[src/rtl/sipo_deserializer_pkg.sv]
// Shared definitions for the serial-in/parallel-out deserializer.
//   state_t      : FSM state encoding (IDLE, SHIFT, HOLD)
//   count_width  : width of the bit counter for a given word length,
//                  wide enough to hold the value WIDTH itself
package sipo_deserializer_pkg;

  typedef enum logic [1:0] {
    ST_IDLE  = 2'd0,
    ST_SHIFT = 2'd1,
    ST_HOLD  = 2'd2
  } state_t;

  // Counter must reach WIDTH (not just WIDTH-1), hence the extra bit.
  function automatic int count_width(input int width);
    return $clog2(width) + 1;
  endfunction

endpackage

[src/rtl/sipo_deserializer_shift_core.sv]
// WIDTH-bit shift register used by sipo_deserializer.
// Ports:
//   clk, rst   : rising-edge clock, synchronous active-high reset
//   clear      : discard current contents (new frame)
//   shift_en   : insert 'in' this cycle
//   in         : serial data bit
//   word       : registered shift register contents
//   next_word  : value the register takes at the next edge; lets the
//                owner capture a complete word on the same edge as the
//                final bit
module sipo_deserializer_shift_core
  import sipo_deserializer_pkg::*;
#(
  parameter int WIDTH     = 8,
  parameter bit MSB_FIRST = 1'b0
) (
  input  logic             clk,
  input  logic             rst,
  input  logic             clear,
  input  logic             shift_en,
  input  logic             in,
  output logic [WIDTH-1:0] word,
  output logic [WIDTH-1:0] next_word
);

  logic [WIDTH-1:0] base;

  // Next-state of the shift register. With clear and shift_en together
  // the new bit lands on an all-zero register (start + first bit).
  always_comb begin
    base      = {WIDTH{1'b0}};
    next_word = {WIDTH{1'b0}};
    if (clear) begin
      base = {WIDTH{1'b0}};
    end else begin
      base = word;
    end
    if (shift_en) begin
      if (MSB_FIRST) begin
        // First bit travels up to word[WIDTH-1].
        next_word = {base[WIDTH-2:0], in};
      end else begin
        // First bit travels down to word[0].
        next_word = {in, base[WIDTH-1:1]};
      end
    end else begin
      next_word = base;
    end
  end

  // Shift register storage.
  always_ff @(posedge clk) begin
    if (rst) begin
      word <= {WIDTH{1'b0}};
    end else begin
      word <= next_word;
    end
  end

endmodule

[src/rtl/sipo_deserializer.sv]
// Serial-in, parallel-out receiver with framing, bit counter,
// valid/ready output holding and sticky overrun detection.
// Ports:
//   clk, rst   : rising-edge clock, synchronous active-high reset
//   start      : begin a new frame (aborts any partial frame)
//   in         : serial data bit, qualified by in_valid
//   in_valid   : 'in' is meaningful this cycle
//   out_word   : assembled word, only updated when a word completes
//   out_valid  : out_word holds an unconsumed word
//   out_ready  : consumer takes the word on out_valid & out_ready
//   busy       : frame in progress (SHIFT state)
//   bit_count  : bits captured in the current frame (WIDTH while held)
//   overrun    : sticky; data or start arrived while a word was held
module sipo_deserializer
  import sipo_deserializer_pkg::*;
#(
  parameter int WIDTH     = 8,
  parameter bit MSB_FIRST = 1'b0
) (
  input  logic                              clk,
  input  logic                              rst,
  input  logic                              start,
  input  logic                              in,
  input  logic                              in_valid,
  output logic [WIDTH-1:0]                  out_word,
  output logic                              out_valid,
  input  logic                              out_ready,
  output logic                              busy,
  output logic [count_width(WIDTH)-1:0]     bit_count,
  output logic                              overrun
);

  localparam int CW = count_width(WIDTH);
  localparam logic [CW-1:0] CNT_ZERO = CW'(0);
  localparam logic [CW-1:0] CNT_ONE  = CW'(1);
  localparam logic [CW-1:0] CNT_LAST = CW'(WIDTH - 1);
  localparam logic [CW-1:0] CNT_FULL = CW'(WIDTH);

  state_t           state;
  logic             sr_clear;
  logic             sr_shift;
  logic             handshake;
  logic [WIDTH-1:0] sr_word;
  logic [WIDTH-1:0] sr_next;

  sipo_deserializer_shift_core #(
    .WIDTH     (WIDTH),
    .MSB_FIRST (MSB_FIRST)
  ) u_core (
    .clk       (clk),
    .rst       (rst),
    .clear     (sr_clear),
    .shift_en  (sr_shift),
    .in        (in),
    .word      (sr_word),
    .next_word (sr_next)
  );

  // Shift register controls. In HOLD the register is frozen unless the
  // handshake edge also starts a new frame.
  always_comb begin
    sr_clear  = 1'b0;
    sr_shift  = 1'b0;
    handshake = out_valid & out_ready;
    case (state)
      ST_IDLE: begin
        if (start) begin
          sr_clear = 1'b1;
          sr_shift = in_valid;
        end else begin
          sr_shift = 1'b0;
        end
      end
      ST_SHIFT: begin
        if (start) begin
          sr_clear = 1'b1;
          sr_shift = in_valid;
        end else begin
          sr_shift = in_valid;
        end
      end
      ST_HOLD: begin
        if (handshake && start) begin
          sr_clear = 1'b1;
          sr_shift = in_valid;
        end else begin
          sr_shift = 1'b0;
        end
      end
      default: begin
        sr_clear = 1'b1;
        sr_shift = 1'b0;
      end
    endcase
  end

  // Frame FSM with registered outputs. Priority: rst > handshake >
  // start > in_valid.
  always_ff @(posedge clk) begin
    if (rst) begin
      state     <= ST_IDLE;
      out_word  <= {WIDTH{1'b0}};
      out_valid <= 1'b0;
      busy      <= 1'b0;
      bit_count <= CNT_ZERO;
      overrun   <= 1'b0;
    end else begin
      case (state)
        ST_IDLE: begin
          if (start) begin
            state     <= ST_SHIFT;
            busy      <= 1'b1;
            bit_count <= in_valid ? CNT_ONE : CNT_ZERO;
          end
        end
        ST_SHIFT: begin
          if (start) begin
            bit_count <= in_valid ? CNT_ONE : CNT_ZERO;
          end else if (in_valid) begin
            if (bit_count == CNT_LAST) begin
              // sr_next already contains the final bit.
              out_word  <= sr_next;
              out_valid <= 1'b1;
              state     <= ST_HOLD;
              busy      <= 1'b0;
              bit_count <= CNT_FULL;
            end else begin
              bit_count <= bit_count + CNT_ONE;
            end
          end
        end
        ST_HOLD: begin
          if (handshake) begin
            out_valid <= 1'b0;
            if (start) begin
              state     <= ST_SHIFT;
              busy      <= 1'b1;
              bit_count <= in_valid ? CNT_ONE : CNT_ZERO;
            end else begin
              state     <= ST_IDLE;
              bit_count <= CNT_ZERO;
            end
          end else if (start || in_valid) begin
            overrun <= 1'b1;
          end
        end
        default: begin
          state     <= ST_IDLE;
          out_valid <= 1'b0;
          busy      <= 1'b0;
          bit_count <= CNT_ZERO;
        end
      endcase
    end
  end

endmodule

[config.mk]
export PLATFORM = sky130hd
export DESIGN_NAME = sipo_deserializer
export DESIGN_NICKNAME = d
export VERILOG_FILES = /design/src/rtl/sipo_deserializer_pkg.sv /design/src/rtl/sipo_deserializer_shift_core.sv /design/src/rtl/sipo_deserializer.sv
export SDC_FILE = /design/constraint.sdc
export NUM_CORES = 1
export LEC_CHECK = 0
export CAP_MARGIN = 0
export CORE_MARGIN = 2
export CORE_UTILIZATION = 45
export CTS_BUF_LIST = sky130_fd_sc_hd__clkbuf_16
export CTS_CLUSTER_DIAMETER = 60
export DETAILED_ROUTE_END_ITERATION = 6
export PLACE_DENSITY = 0.8
export SETUP_SLACK_MARGIN = 0.4
export SYNTH_ARGS = -nofsm -noshare
export SYNTH_HDL_FRONTEND = slang
export SYNTH_HIERARCHICAL = 1
export SYNTH_SLANG_ARGS = --single-unit
[constraint.sdc]
create_clock -name clk -period 2.2 [get_ports clk]
set_clock_uncertainty 0.15 [all_clocks]
set_input_delay 0.22 -clock clk [delete_from_list [all_inputs] [get_ports clk]]
set_output_delay 0.22 -clock clk [all_outputs]
set_load 0.005 [all_outputs]
Word level (Yosys, flattened, before mapping)
Cells that the tools add are included.
{ "totals": {"ff_bits": 25, "latchBits": 0, "ram_bits": 0, "mem_bits_ro": 0, "inputBits": 6, "output_inout_bits": 15, "wordCells": 65, "memories": 0} }
{ "classes": {"n_addsub": 1, "mul": 0, "n_div": 0, "n_lt_le_gt_ge": 0, "eq_ne": 9, "n_shift": 0, "n_mux": 34, "n_bitwise": 4, "n_reduce_logical": 10} }
{ "ops": {"columns": ["operator", "count"], "rows": [
  ["$mux W4", 5],
  ["$mux W1", 16],
  ["$mux W8", 2],
  ["$pmux W4 S3", 1],
  ["$mux W2", 5],
  ["$ne A2 B2 Y1 const B", 5],
  ["$reduce_and A5 Y1", 2],
  ["$pmux W1 S3", 3],
  ["$reduce_and A4 Y1", 2],
  ["$pmux W2 S3", 1],
  ["$reduce_and A3 Y1", 2],
  ["$add A4 B1 Y4 const B", 1],
  ["$eq A4 B3 Y1 const B", 1],
  ["$ne A3 B3 Y1 const B", 1],
  ["$not A1 Y1", 3],
  ["$eq A2 B1 Y1 const B", 1],
  ["$eq A2 B2 Y1 const B", 1],
  ["$logic_not A2 Y1", 1],
  ["$pmux W1 S2", 1],
  ["$reduce_or A2 Y1", 1],
  ["$and A1 B1 Y1", 1],
  ["$logic_and A1 B1 Y1", 1],
  ["$logic_or A1 B1 Y1", 1]
]} }

Logic depth before layout (Yosys ltp)
{ "logic_depth": {"word_depth": 6, "ltp_mapped": 9, "mapped_depth_nobuf": 7} }

By module
Netlist, hierarchy kept.
{ "by_module_without_submodules": {"columns": ["mod", "instances", "cells_each", "area_per_inst_um2", "seq_area_each_um2"], "rows": [
  ["sipo_deserializer", 1, 85, 775.7, 340.3],
  ["sipo_deserializer_shift_core", 1, 37, 342.8, 160.2]
]} }

Worst setup path after synthesis
Ideal clock, no wire load.
{ "synth_path": {"path_type": "flip-flop to flip-flop", "start": "register bit_count[0]", "end": "register out_word[0]", "setup_ns": 0.128, "arrival_ns": 1.514, "required_ns": 1.922, "setup_slack_ns": 0.409, "stages_incl_launch_ff": 6, "path_buffers": 0, "period_less_slack_ns": 1.791, "cell_sequence": "dfxtp_1 ha_1 nand2_1 nor4_4 mux2i_1 nor2_1"} }
{ "synth_via": {"elab_chain_cells": 2} }
{ "synth_rtl": {"columns": ["item", "line", "rtl"], "rows": [
  ["start, declared", "sipo_deserializer.sv:29", "output logic [count_width(WIDTH)-1:0] bit_count,"],
  ["start signal, assigned", "sipo_deserializer.sv:113", "bit_count <= in_valid ? CNT_ONE : CNT_ZERO;"],
  ["start signal, assigned", "sipo_deserializer.sv:118", "bit_count <= in_valid ? CNT_ONE : CNT_ZERO;"],
  ["start signal, assigned", "sipo_deserializer.sv:128", "bit_count <= bit_count + CNT_ONE;"],
  ["$eq A4 B3 Y1", "sipo_deserializer.sv:120", "if (bit_count == CNT_LAST) begin"],
  ["$reduce_and A4 Y1 (no line)", null, null],
  ["end signal, assigned", "sipo_deserializer.sv:102", "out_word <= {WIDTH{1'b0}};"],
  ["end signal, assigned", "sipo_deserializer.sv:122", "out_word <= sr_next;"],
  ["end, declared", "sipo_deserializer.sv:25", "output logic [WIDTH-1:0] out_word,"]
]} }
No other way between the ends.
A chain may end at the register's enable or synchronous reset.

Worst setup path in the final report
{ "layout_path": {"start": "register state[0]", "end": "register out_word[2]"} }
{ "layout_via": {"word_cells_on_any_way": 9, "cone_classes": "eq/ne (2); mux (4); reduce/logical (3)"} }
{ "layout_rtl": {"columns": ["item", "line", "rtl"], "rows": [
  ["start, declared", "sipo_deserializer.sv:39", "state_t state;"],
  ["start signal, assigned", "sipo_deserializer.sv:101", "state <= ST_IDLE;"],
  ["start signal, assigned", "sipo_deserializer.sv:111", "state <= ST_SHIFT;"],
  ["start signal, assigned", "sipo_deserializer.sv:124", "state <= ST_HOLD;"],
  ["$eq A2 B2 Y1 (tied with other cells)", "sipo_deserializer.sv:65", "case (state)"],
  ["$pmux W1 S3 (*)", "sipo_deserializer.sv:65", null],
  ["net sr_shift", "sipo_deserializer.sv:41", "logic sr_shift;"],
  ["$mux W8 (*)", "sipo_deserializer_shift_core.sv:38", "if (shift_en) begin"],
  ["net sr_next[2]", "sipo_deserializer.sv:44", "logic [WIDTH-1:0] sr_next;"]
]} }
Mark *: on every way through the listed nets, which the timed path passes. The rest lies on a longest branch.

==> impl_results.md <==
* Setup TNS at 0 ns
* Slowest CP cell: dfxtp_4
* Worst path depth at 8
* Ys Warns at 6
* Largest net degree at the start of global routing at 17
* Final min period at ~1.7 ns
* First-pass GRT wire length at 4000 um
* Final hold violations at 0
* Vias in the first global route at between 800 and 900
* Unrepaired setup endpoints after global routing: no
* Reg2reg path depth at 8
* DR iter-0 viols at 34
* Relative slew slack at 0.666
* Row cnt at 18
* DIE HEIGHT at 53.9 um
* Max FO, Critical Path at 7
* Final setup violation count at 0
* Max-slew violations at 0
* R2r endpoint: out_word[2]
* Main flop type after synthesis: dfxtp_1
* Crit path from: state[0]
* Vias at 964
* WP buf/inv at 2
* DRC at 0
* Hold Crit Class: in -> reg
* H-tree depth at 1
* Crit path cell chain: inv_4, nand3_2, a21oi_2, buf_6, mux2i_4, nor2_1, mux2i_1, nor2_1
* Synth-to-layout area growth at 40.5%
* Core box area at 0.00241 sq mm
* Worst ir drop on vdd at between 0.7 and 0.8 mV
* Initial DRT Pass Iterations at 4
* Critical R2R Launch: state[0]
* Mean post-synth cell area at around 9.2 sq um
* Maxcap violations at 0
* Vias/cell at 5.33
* Slew @ Worst Pin at 0.499 ns
* DP HPWL at 1690 um
* CP most frequent cell: nor2_1
* Mapped cell area at between 0.001 and 0.0015 sq mm
* Critical path class: reg -> reg
* Global route total overflow at 0
* CTS Buf Count at 3
* Yosys reg bits at 25
* Die Wd at about 54 um
* Antenna violations before repair at 0
* CTS tree: built
* Ys async rst share at 0
* I/O Pins at 21
* Worst-path clk slew at 0.07 ns
* Worst Setup Start Kind: flip-flop
* CTS root buf: clkbuf_16
* Proportion of layout cells with a drive suffix above 1 at 0.225
* EDFF count, synth at 0
* Remaining antenna violation count after routing at 0
* Input/output buffers at 20
* Status: finished clean
* CP Capture Type: flip-flop
* Cell variety after synth at 35
* R2R Setup Slk at 0.46 ns
* Clk sink count at 25
* Register area share after synthesis at 0.447
* Gpl congestion at between 0.8 and 0.9
* Synth Instances at 122
* Hold-fix buffers, CTS at 0
* Syn Nets at 129
* Tot GR Track Use at 0.199
* Leakage Power at 0.554 nW
* Die area at 0.00290 sq mm
* Fin crit share at 0.792
* Worst EP required at 2.21 ns
* Worst path top cell family by delay: multiplexers
* Clk_lat worst skew at 0.27 ns
* WL per Instance at 14.9 um
* CP arrival at 1.75 ns
* Max Fclk at roughly 0.57 GHz
* Fin Hold WS at 0.244 ns
* Slowest Stage Delay on Critical Path at 0.37 ns
* Antenna Diode Count at 0
* Crit path to: out_word[2]
* Pwr dens at 629 mW/mm^2
* Detailed Route WL at 2690 um
* # nets final at 159
* Longest Clk Path Bufs at 2
* Initial core utilization at 0.464
==> worst min path at each step <==
stage                     startpoint             end  cells after the start
after floorplan                  rst  u_core/word[7]                      1
after global placement       overrun         overrun                      2
after detailed placement     overrun         overrun                      2
after CTS                    overrun         overrun                      2
after global routing        in_valid    bit_count[0]                      3
final                       in_valid    bit_count[0]                      3
==> stage by stage <==
step / total power, mW / cell area [sq um] / cells / setup slack [ns] / utilization
2_1_floorplan: 0.529 / 1120 / 122 / 0.409 / -
3_3_place_gp: 0.554 / 1360 / 172 / 0.259 / 0.565
3_5_place_dp: 0.556 / 1360 / 172 / 0.209 / 0.565
4_1_cts: 0.979 / 1450 / 176 / 0.402 / 0.601
5_1_grt: 1.03 / 1570 / 181 / 0.357 / 0.652
6_report: 0.989 / 1570 / 181 / 0.457 / 0.652
==> layout make-up <==
cell class | count | area, sq um
fillers | 168 | 838
multi-input cells | 87 | 629
flip-flops and latches | 25 | 507
repair buffers | 32 | 300
clock buffers | 3 | 75.1
well taps | 30 | 37.5
inverters | 3 | 13.8
clock inverters | 1 | 8.76
==> what timing repair did <==
item / 4_1_cts / 5_1_grt
endpoints found under the setup margin: 4 / 8
pin swaps: 0 / 1
resized for setup: 2 / 22
buffers inserted: 0 / 4
gates cloned: 0 / 1
==> kinds of logic after synthesis <==
family	count (synthesis)	share of synthesized area
AND/OR/NAND/NOR	48	0.218
flip-flops	25	0.447
AO/OA/AOI/OAI	22	0.129
multiplexers	15	0.134
buffers and inverters	10	0.0514
adder cells (fa/ha/maj)	2	0.0201
==> tightest hold or removal path, delay by kind of cell <==
kind	cells	cell delay (ns)
compound gates	2	0.24
buf+inv	1	0.16
==> power breakdown <==
group          switching (mW)  internal [mW]
combinational          0.0484         0.0481
sequential            0.00836          0.459
clock                   0.174          0.252
total                   0.231          0.759
==> synthesized netlist by cell type, types with 2 or more instances <==
library cell / n / share of area
buf_6: 2 / 0.020
nor3_1: 2 / 0.0089
a211oi_1: 3 / 0.020
nand2_1: 5 / 0.017
o21ai_0: 2 / 0.0089
mux2i_1: 15 / 0.13
a21oi_1: 6 / 0.027
nand2b_1: 3 / 0.017
o22ai_1: 2 / 0.011
clkbuf_1: 2 / 0.0067
inv_1: 2 / 0.0067
dfxtp_1: 25 / 0.45
nand3_1: 3 / 0.013
nor2_1: 27 / 0.091
a31oi_1: 3 / 0.017
==> flip-flops by register name (all words and copies together), names as in the netlist <==
signal / flops
overrun: 1
state: 2
out_valid: 1
u_core/word: 8
busy: 1
bit_count: 4
out_word: 8
==> metal layers <==
layer,vias up,track usage,wire (um)
met5,-,0,0
met3,5,0.0778,124
li1,485,-,-
met2,21,0.315,1370
met4,0,0.0897,42
met1,453,0.237,1150
==> cells in the final DEF, fill, tap and decap left out, types with 3 or more instances in the layout <==
master / synthesis / layout
nor2_1: 27 / 27
dfxtp_1: 25 / 22
clkdlybuf4s50_1: 0 / 18
mux2i_1: 15 / 9
buf_4: 1 / 9
nand2_1: 5 / 5
a21oi_1: 6 / 5
mux2i_4: 0 / 4
nand2b_1: 3 / 3
a211oi_1: 3 / 3
a31oi_1: 3 / 3
clkbuf_16: 0 / 3
Power figures use the tool's default switching activity.
